$ cat src/rtl/uart_tx_fifo.sv
// Byte FIFO and issue sequencer feeding the UART transmitter, paced on its busy flag.
// Optional fill-level outputs (level_o, afull_o) are enabled by defining UART_TX_FIFO_LEVEL_EN.
module uart_tx_fifo #(
    parameter int unsigned DEPTH = 16,
    parameter int unsigned AW    = 4
) (
    input  logic          clk_50m_i,
    input  logic          rst_i,
    input  logic [7:0]    wr_data_i,
    input  logic          wr_en_i,
    output logic          full_o,
    output logic          empty_o,
    output logic          overflow_o,
    input  logic          clr_ovf_i,
    output logic [7:0]    tx_din_o,
    output logic          tx_wren_o,
    input  logic          tx_busy_i
`ifdef UART_TX_FIFO_LEVEL_EN
    ,
    output logic [AW:0]   level_o,
    output logic          afull_o
`endif
);

    localparam logic [1:0] S_IDLE    = 2'd0;
    localparam logic [1:0] S_ISSUE   = 2'd1;
    localparam logic [1:0] S_WAIT_HI = 2'd2;
    localparam logic [1:0] S_WAIT_LO = 2'd3;

    localparam logic [AW:0] FULL_CNT = (AW+1)'(DEPTH);

    logic [7:0]    mem_q [DEPTH];

    logic [AW-1:0] wr_ptr_q, wr_ptr_d;
    logic [AW-1:0] rd_ptr_q, rd_ptr_d;
    logic [AW:0]   count_q, count_d;
    logic          full_q, full_d;
    logic          empty_q, empty_d;
    logic          ovf_q, ovf_d;
    logic [7:0]    din_q, din_d;
    logic          wren_q, wren_d;
    logic [1:0]    state_q, state_d;

    logic          push;
    logic          pop;
    logic          drop;

    // Flags come from the registered count, so a pop never frees a slot
    // for a write arriving in the same cycle.
    always_comb begin
        push = wr_en_i && !full_q;
        drop = wr_en_i && full_q;
        pop  = (state_q == S_IDLE) && !empty_q && !tx_busy_i;
    end

    always_comb begin
        wr_ptr_d = push ? wr_ptr_q + 1'b1 : wr_ptr_q;
        rd_ptr_d = pop  ? rd_ptr_q + 1'b1 : rd_ptr_q;

        case ({push, pop})
            2'b10:   count_d = count_q + 1'b1;
            2'b01:   count_d = count_q - 1'b1;
            default: count_d = count_q;
        endcase

        full_d  = (count_d == FULL_CNT);
        empty_d = (count_d == '0);
    end

    // A drop in the same cycle as a clear keeps the flag set.
    always_comb begin
        if (drop) begin
            ovf_d = 1'b1;
        end else if (clr_ovf_i) begin
            ovf_d = 1'b0;
        end else begin
            ovf_d = ovf_q;
        end
    end

    always_comb begin
        state_d = state_q;
        wren_d  = 1'b0;
        din_d   = din_q;

        case (state_q)
            S_IDLE: begin
                if (pop) begin
                    din_d   = mem_q[rd_ptr_q];
                    wren_d  = 1'b1;
                    state_d = S_ISSUE;
                end
            end
            S_ISSUE: begin
                state_d = S_WAIT_HI;
            end
            S_WAIT_HI: begin
                // Transmitter raises busy one cycle after it samples wren.
                if (tx_busy_i) begin
                    state_d = S_WAIT_LO;
                end
            end
            S_WAIT_LO: begin
                if (!tx_busy_i) begin
                    state_d = S_IDLE;
                end
            end
            default: begin
                state_d = S_IDLE;
            end
        endcase
    end

    always_ff @(posedge clk_50m_i) begin
        if (push) begin
            mem_q[wr_ptr_q] <= wr_data_i;
        end
    end

    always_ff @(posedge clk_50m_i) begin
        if (rst_i) begin
            wr_ptr_q <= '0;
            rd_ptr_q <= '0;
            count_q  <= '0;
            full_q   <= 1'b0;
            empty_q  <= 1'b1;
            ovf_q    <= 1'b0;
            din_q    <= '0;
            wren_q   <= 1'b0;
            state_q  <= S_IDLE;
        end else begin
            wr_ptr_q <= wr_ptr_d;
            rd_ptr_q <= rd_ptr_d;
            count_q  <= count_d;
            full_q   <= full_d;
            empty_q  <= empty_d;
            ovf_q    <= ovf_d;
            din_q    <= din_d;
            wren_q   <= wren_d;
            state_q  <= state_d;
        end
    end

    assign full_o     = full_q;
    assign empty_o    = empty_q;
    assign overflow_o = ovf_q;
    assign tx_din_o   = din_q;
    assign tx_wren_o  = wren_q;

`ifdef UART_TX_FIFO_LEVEL_EN
    logic afull_q;

    always_ff @(posedge clk_50m_i) begin
        if (rst_i) begin
            afull_q <= 1'b0;
        end else begin
            afull_q <= (count_d >= (AW+1)'(DEPTH - 2));
        end
    end

    assign level_o = count_q;
    assign afull_o = afull_q;
`endif

    a_wren_single: assert property (@(posedge clk_50m_i) disable iff (rst_i)
        wren_q |=> !wren_q);

    a_flags_excl: assert property (@(posedge clk_50m_i) disable iff (rst_i)
        !(full_q && empty_q));

    a_count_range: assert property (@(posedge clk_50m_i) disable iff (rst_i)
        count_q <= FULL_CNT);

    a_ptr_count: assert property (@(posedge clk_50m_i) disable iff (rst_i)
        (wr_ptr_q - rd_ptr_q) == count_q[AW-1:0]);

endmodule

$ cat config.mk
export PLATFORM = sky130hd
export DESIGN_NAME = uart_tx_fifo
export DESIGN_NICKNAME = d
export VERILOG_FILES = /design/src/rtl/uart_tx_fifo.sv
export SDC_FILE = /design/constraint.sdc
export NUM_CORES = 1
export LEC_CHECK = 0
export BUFFER_PORTS_ARGS = -buffer_cell sky130_fd_sc_hd__buf_2
export CAP_MARGIN = 20
export CORE_ASPECT_RATIO = 0.7
export CORE_MARGIN = 2
export CORE_UTILIZATION = 35
export CTS_CLUSTER_DIAMETER = 30
export DETAILED_ROUTE_END_ITERATION = 16
export SLEW_MARGIN = 40
export SYNTH_ARGS = -nofsm -noshare
export SYNTH_HDL_FRONTEND = slang
export SYNTH_SLANG_ARGS = --single-unit
$ cat constraint.sdc
create_clock -name clk_50m_i -period 9.13 [get_ports clk_50m_i]
set_clock_uncertainty 0.1 [all_clocks]
set_input_delay 0.913 -clock clk_50m_i [delete_from_list [all_inputs] [get_ports clk_50m_i]]
set_output_delay 0.913 -clock clk_50m_i [all_outputs]
set_load 0.01 [all_outputs]
* Word level (Yosys, flattened, before mapping)
Memories as Yosys holds them, arrays and structs flattened. A register that Yosys moved wholly into a read port is not among the register bits.
Index checks and enable logic that the tools add are counted.
** Storage, ports and cells
- Register bits :: 19
- Bits in writable memories :: 128
- Input port bits :: 13
- Output and inout bits :: 12
- Logic and storage cells :: 46
- Memories :: 1
** Memory list
- mem_q :: words 16, bits a word 8, read ports 1, clocked after Yosys merged registers in 1, write ports 1, RTL line 32 : logic [7:0] mem_q [DEPTH];
** Cells by class
- Add/sub/neg operators :: 4
- Equality and inequality tests :: 9
- Muxes and demuxes :: 10
- Bitwise gates (word level) :: 1
- Reduce and logical (&&, ||, !) cells :: 13
** Operators with widths (count)
- $pmux 5 s2 :: 1
- $add 4x1->4 const B :: 2
- $pmux 2 s4 :: 1
- $eq 2x2->1 const B :: 3
- $mux 2 :: 3
- $ne 2x2->1 const B :: 3
- $add 5x1->5 const B :: 1
- $eq 5x5->1 const B :: 1
- $logic_not 5->1 :: 1
- $mux 1 :: 5
- $sub 5x1->5 const B :: 1
- $eq 2x1->1 const B :: 2
- $logic_and 1x1->1 :: 4
- $logic_not 1->1 :: 3
- $reduce_and 3->1 :: 1
- $logic_not 2->1 :: 1
- $reduce_and 2->1 :: 1
- $reduce_bool 2->1 :: 1
- $reduce_or 2->1 :: 1
- $not 1->1 :: 1

* Depth between registers and ports, before layout
- Word-level depth :: 6
- Mapped depth :: 13
- Mapped depth without buffers :: 12

* Worst setup path before layout
No wires, ideal clock.
- Kind :: input port to flip-flop
- Start point :: input tx_busy_i
- End point :: register full_q, in the netlist full_o
- Library setup time :: 0.100 ns
- Arrival time :: 3.298 ns
- Required time :: 8.930 ns
- Slack :: 5.633 ns
- Stages :: 10
- Path buffers :: 2
- Cell sequence :: or3b_1 buf_6 clkinv_2 clkbuf_1 ha_1 a21o_1 o2111a_1 a211oi_1 or4_4 a2111oi_4
** Between the ends
- Word-level cells in the longest chain between the ends :: 5
- Elaborated cells between the ends (all ways) :: 6
- Those cells by class :: 3 x eq/ne; 1 x mux; 2 x reduce/logical
** Ends and longest elaborated chain
- from (decl) :: RTL line 17 : input logic tx_busy_i
- $logic_not 1->1 (*)
- $logic_and 1x1->1 (*) :: RTL line 53 : pop = (state_q == S_IDLE) && !empty_q && !tx_busy_i;
- $eq 2x1->1 or $eq 2x2->1 (tied branches) :: RTL line 60 : case ({push, pop})
- $pmux 5 s2 (*) :: RTL line 60
- $eq 5x5->1 (*) :: RTL line 66 : full_d = (count_d == FULL_CNT);
- to (signal assigned) :: RTL line 135 : full_q <= full_d;
- to (decl) :: RTL line 37 : logic full_q, full_d;
Every way passes the cells marked *; elsewhere a longest branch is shown, timed or not.
A chain may end at the register's enable or synchronous reset.

* Final worst setup path
- Start point :: register state_q[0]
- End point :: register full_q, in the netlist full_o
** Between the ends
- Word-level cells in the longest chain between the ends :: 6
- Elaborated cells between the ends (all ways) :: 7
- Those cells by class :: 3 x eq/ne; 1 x mux; 3 x reduce/logical
** Ends and longest elaborated chain
- from (decl) :: RTL line 42 : logic [1:0] state_q, state_d;
- from (signal assigned) :: RTL line 140 : state_q <= state_d;
- $logic_not 2->1 (*) :: RTL line 53
- $logic_and 1x1->1 (*) (2 in series) :: RTL line 53
- $eq 2x1->1 or $eq 2x2->1 (tied branches) :: RTL line 60
- $pmux 5 s2 (*) :: RTL line 60
- $eq 5x5->1 (*) :: RTL line 66
Marked as above.

==> results.toml <==
[timing]
drv_slew = 0
min_period_ps = 3530
finalCritPeriodShare = 0.387
rsz0062_at_grt = "no"
setup_viol = 0
fmax_mhz = 283
setup_slack_ps = 5600
slew_headroom = 0.509
worstMarginPinSlew_ps = 736
setup_tns_ps = 0
final_hold_viol_count = 0

[pwr]
power.leakage_nw = 2.31
comb_power_share = 0.159
worst_ir_drop_vdd_uv = 115
swShare = 0.251
design_power_total_mw = 1.85
power_density_nw_per_um2 = 253
p_sw_mw = 0.465
clkPwrFrac = 0.393
seqPwrFrac = 0.448
intPower_mw = 1.39

[yosys]
yosysUniqueCellTypes = 46
synth-edff-count = 128
ys_seq_area_frac = 0.695
ys_ff_latch = 155
synth_nets = 393
synth_area_sq_um = 6310
synthCells = 369
synthFlopType = "edfxtp_1"
yosysWarnings = 0
synth.avg_cell_area_sq_um = 17.1
async_reset_ff_frac = 0

[global_routing]
grtUsageMet1 = 0.213
grt_max_degree = 33
grt_use_total = 0.144
use_met2 = 0.211
grt_use_met3 = 0.0302
grt_most_used_layer = "met1"
overflow = 0
grt_pass1_wl_mm = 19.5
grt_pass1_vias = 3228
antenna_found_initial = 0

[placement]
place_ws_ps = 5250
place_area_sq_um = 6720
place_congestion = 0.810
post-place-cells = 608
io_buffers = 24
post-dp-hpwl_mm = 8.05

[layout]
syn_to_final_growth_pct = 16.1
final_cell_area_sq_um = 7320
antenna_cells = 0
fin_nets = 415
drive_gt1_frac = 0.300
fin_cells = 639

[clocking]
root_buffer = "clkbuf_16"
clk_latency_ps = 420
clkTransAtPathRegs_ps = 60
cts.sinks = 155
postCtsSetupRepairBufs = 0
postCtsResizedCells = 0
cts_made_buffers = 17
hold_buffers = 0
h-tree-depth = 4
cts_tree = "done"
cts_buffer_depth = 2

[worst_hold_path]
hp-class = "reg -> reg"

[critical_path]
critPathMaxFanout = 18
worstPathArrival_ps = 3750
cp-end-kind = "flip-flop"
worstPathRequired_ps = 9360
worstSetupStartpointType = "flip-flop"
critPathKind = "reg -> reg"

[floorplan]
ioPinCount = 25
core_sq_um = 17900
die_x_microns = 164
start_util = 0.353
rows = 41
dieArea_sq_um = 19100
dieHeight_microns = 116

[job]
drv_cap = 0

[drt]
drc = 0
wl_per_cell_microns = 20.0
finalWirelength_mm = 12.8
firstDrtPassIters = 5
viasPerCell = 5.22
ant_nets = 0
num_vias = 3334
drt_iter0_markers = 413

[run_status]
status = "complete, no violations"
[worst max-delay path: stages (launching register included)]
cell and delay (ps):
dfxtp_1 360, inv_1 90, ha_1 210, or3b_1 570, clkinv_2 400, nand2_1 160, xnor2_1 130, ha_1 200
a21o_1 110, o2111a_1 190, a211oi_1 80, or4_4 520, a2111oi_4 330
[stage by stage]
| stage | hold WS [ps] | utilization |
|---|---|---|
| floorplan | 381 | - |
| global placement | 350 | 0.373 |
| detailed placement | 359 | 0.376 |
| CTS | 367 | 0.410 |
| global route | 379 | 0.410 |
| finish | 364 | 0.410 |
[final timing paths]
path / from / endpoint / slack [ps] / cells past startpoint
max: state_q[0]$_SDFFE_PP0P_ / full_o$_SDFF_PP0_ / 5600 / 12
min: tx_din_o[7]$_SDFFE_PP0P_ / tx_din_o[7]$_SDFFE_PP0P_ / 360 / 2
max reg2reg: state_q[0]$_SDFFE_PP0P_ / full_o$_SDFF_PP0_ / 5600 / 12
min reg2reg: tx_din_o[7]$_SDFFE_PP0P_ / tx_din_o[7]$_SDFFE_PP0P_ / 360 / 2
[area by class of cell]
| cell class | count | area (sq um) |
|---|---|---|
| Tap cell | 236 | 295 |
| Clock buffer | 19 | 433 |
| Fill cell | 1596 | 10500 |
| Sequential cell | 155 | 4390 |
| Timing Repair Buffer | 26 | 135 |
| Multi-Input combinational cell | 183 | 1870 |
| Clock inverter | 12 | 173 |
| Inverter | 8 | 31.3 |
[layout by cell type, fill, tap and decap left out, types with 3 or more instances in the layout]
cell type	netlist	final
edfxtp_1	128	128
mux4_2	40	40
nand2_1	29	29
dfxtp_1	27	26
buf_2	3	24
nor2_1	29	17
clkbuf_16	0	17
a21oi_1	15	15
nor2_2	0	12
ha_1	11	11
inv_1	7	7
clkinv_2	1	5
xor2_1	5	5
xnor2_1	4	4
nor3_4	0	4
nor3_1	8	4
bufinv_16	0	4
nand2b_1	3	3
nand4_1	3	3
nand3_1	3	3
[kinds of logic after synthesis]
| logic type | count (synthesis) | synth area share |
|---|---|---|
| flops | 155 | 0.695 |
| simple gates | 86 | 0.0637 |
| mux | 42 | 0.146 |
| compound gates | 35 | 0.0407 |
| buf+inv | 31 | 0.0204 |
| fa+ha+maj | 11 | 0.0218 |
| xor+xnor | 9 | 0.0125 |
[power groups by stage]
stage               registers (mW)  clock network, mW  logic (mW)
finish                       0.829              0.728       0.293
CTS                          0.829              0.741       0.296
detailed placement           0.844                  0       0.295
global placement             0.842                  0       0.284
global route                 0.833              0.771       0.324
floorplan                    0.831                  0       0.230
[Yosys cell counts (all sizes together) (2+ instances only)]
cell / instances / area share
nor3: 9 / 0.0079
o211ai: 2 / 0.0024
o31ai: 2 / 0.0024
nor3b: 2 / 0.0024
nand2b: 3 / 0.0030
nand4: 3 / 0.0030
inv: 7 / 0.0042
mux4: 40 / 0.14
or4: 2 / 0.0036
nor2: 29 / 0.017
ha: 11 / 0.022
buf: 7 / 0.0059
clkbuf: 16 / 0.0095
dfxtp: 27 / 0.086
a21oi: 16 / 0.013
a211oi: 2 / 0.0024
nand2: 29 / 0.017
o31a: 2 / 0.0028
edfxtp: 128 / 0.61
xor2: 5 / 0.0069
xnor2: 4 / 0.0056
nand3: 3 / 0.0024
[state kept, by name (all words and copies together) (netlist names), 2 cells and up]
register and count:
rd_ptr_q 4, tx_din_o 8, state_q 2, mem_q 128, count_q 5, wr_ptr_q 4
[layer usage]
layer / wire length, microns / vias to the layer above
met1: 6120 / 1738
met5: 0 / -
met2: 5810 / 90
li1: - / 1497
met4: 125 / 0
met3: 705 / 9
Note: power is estimated with default switching activity, not from simulation.
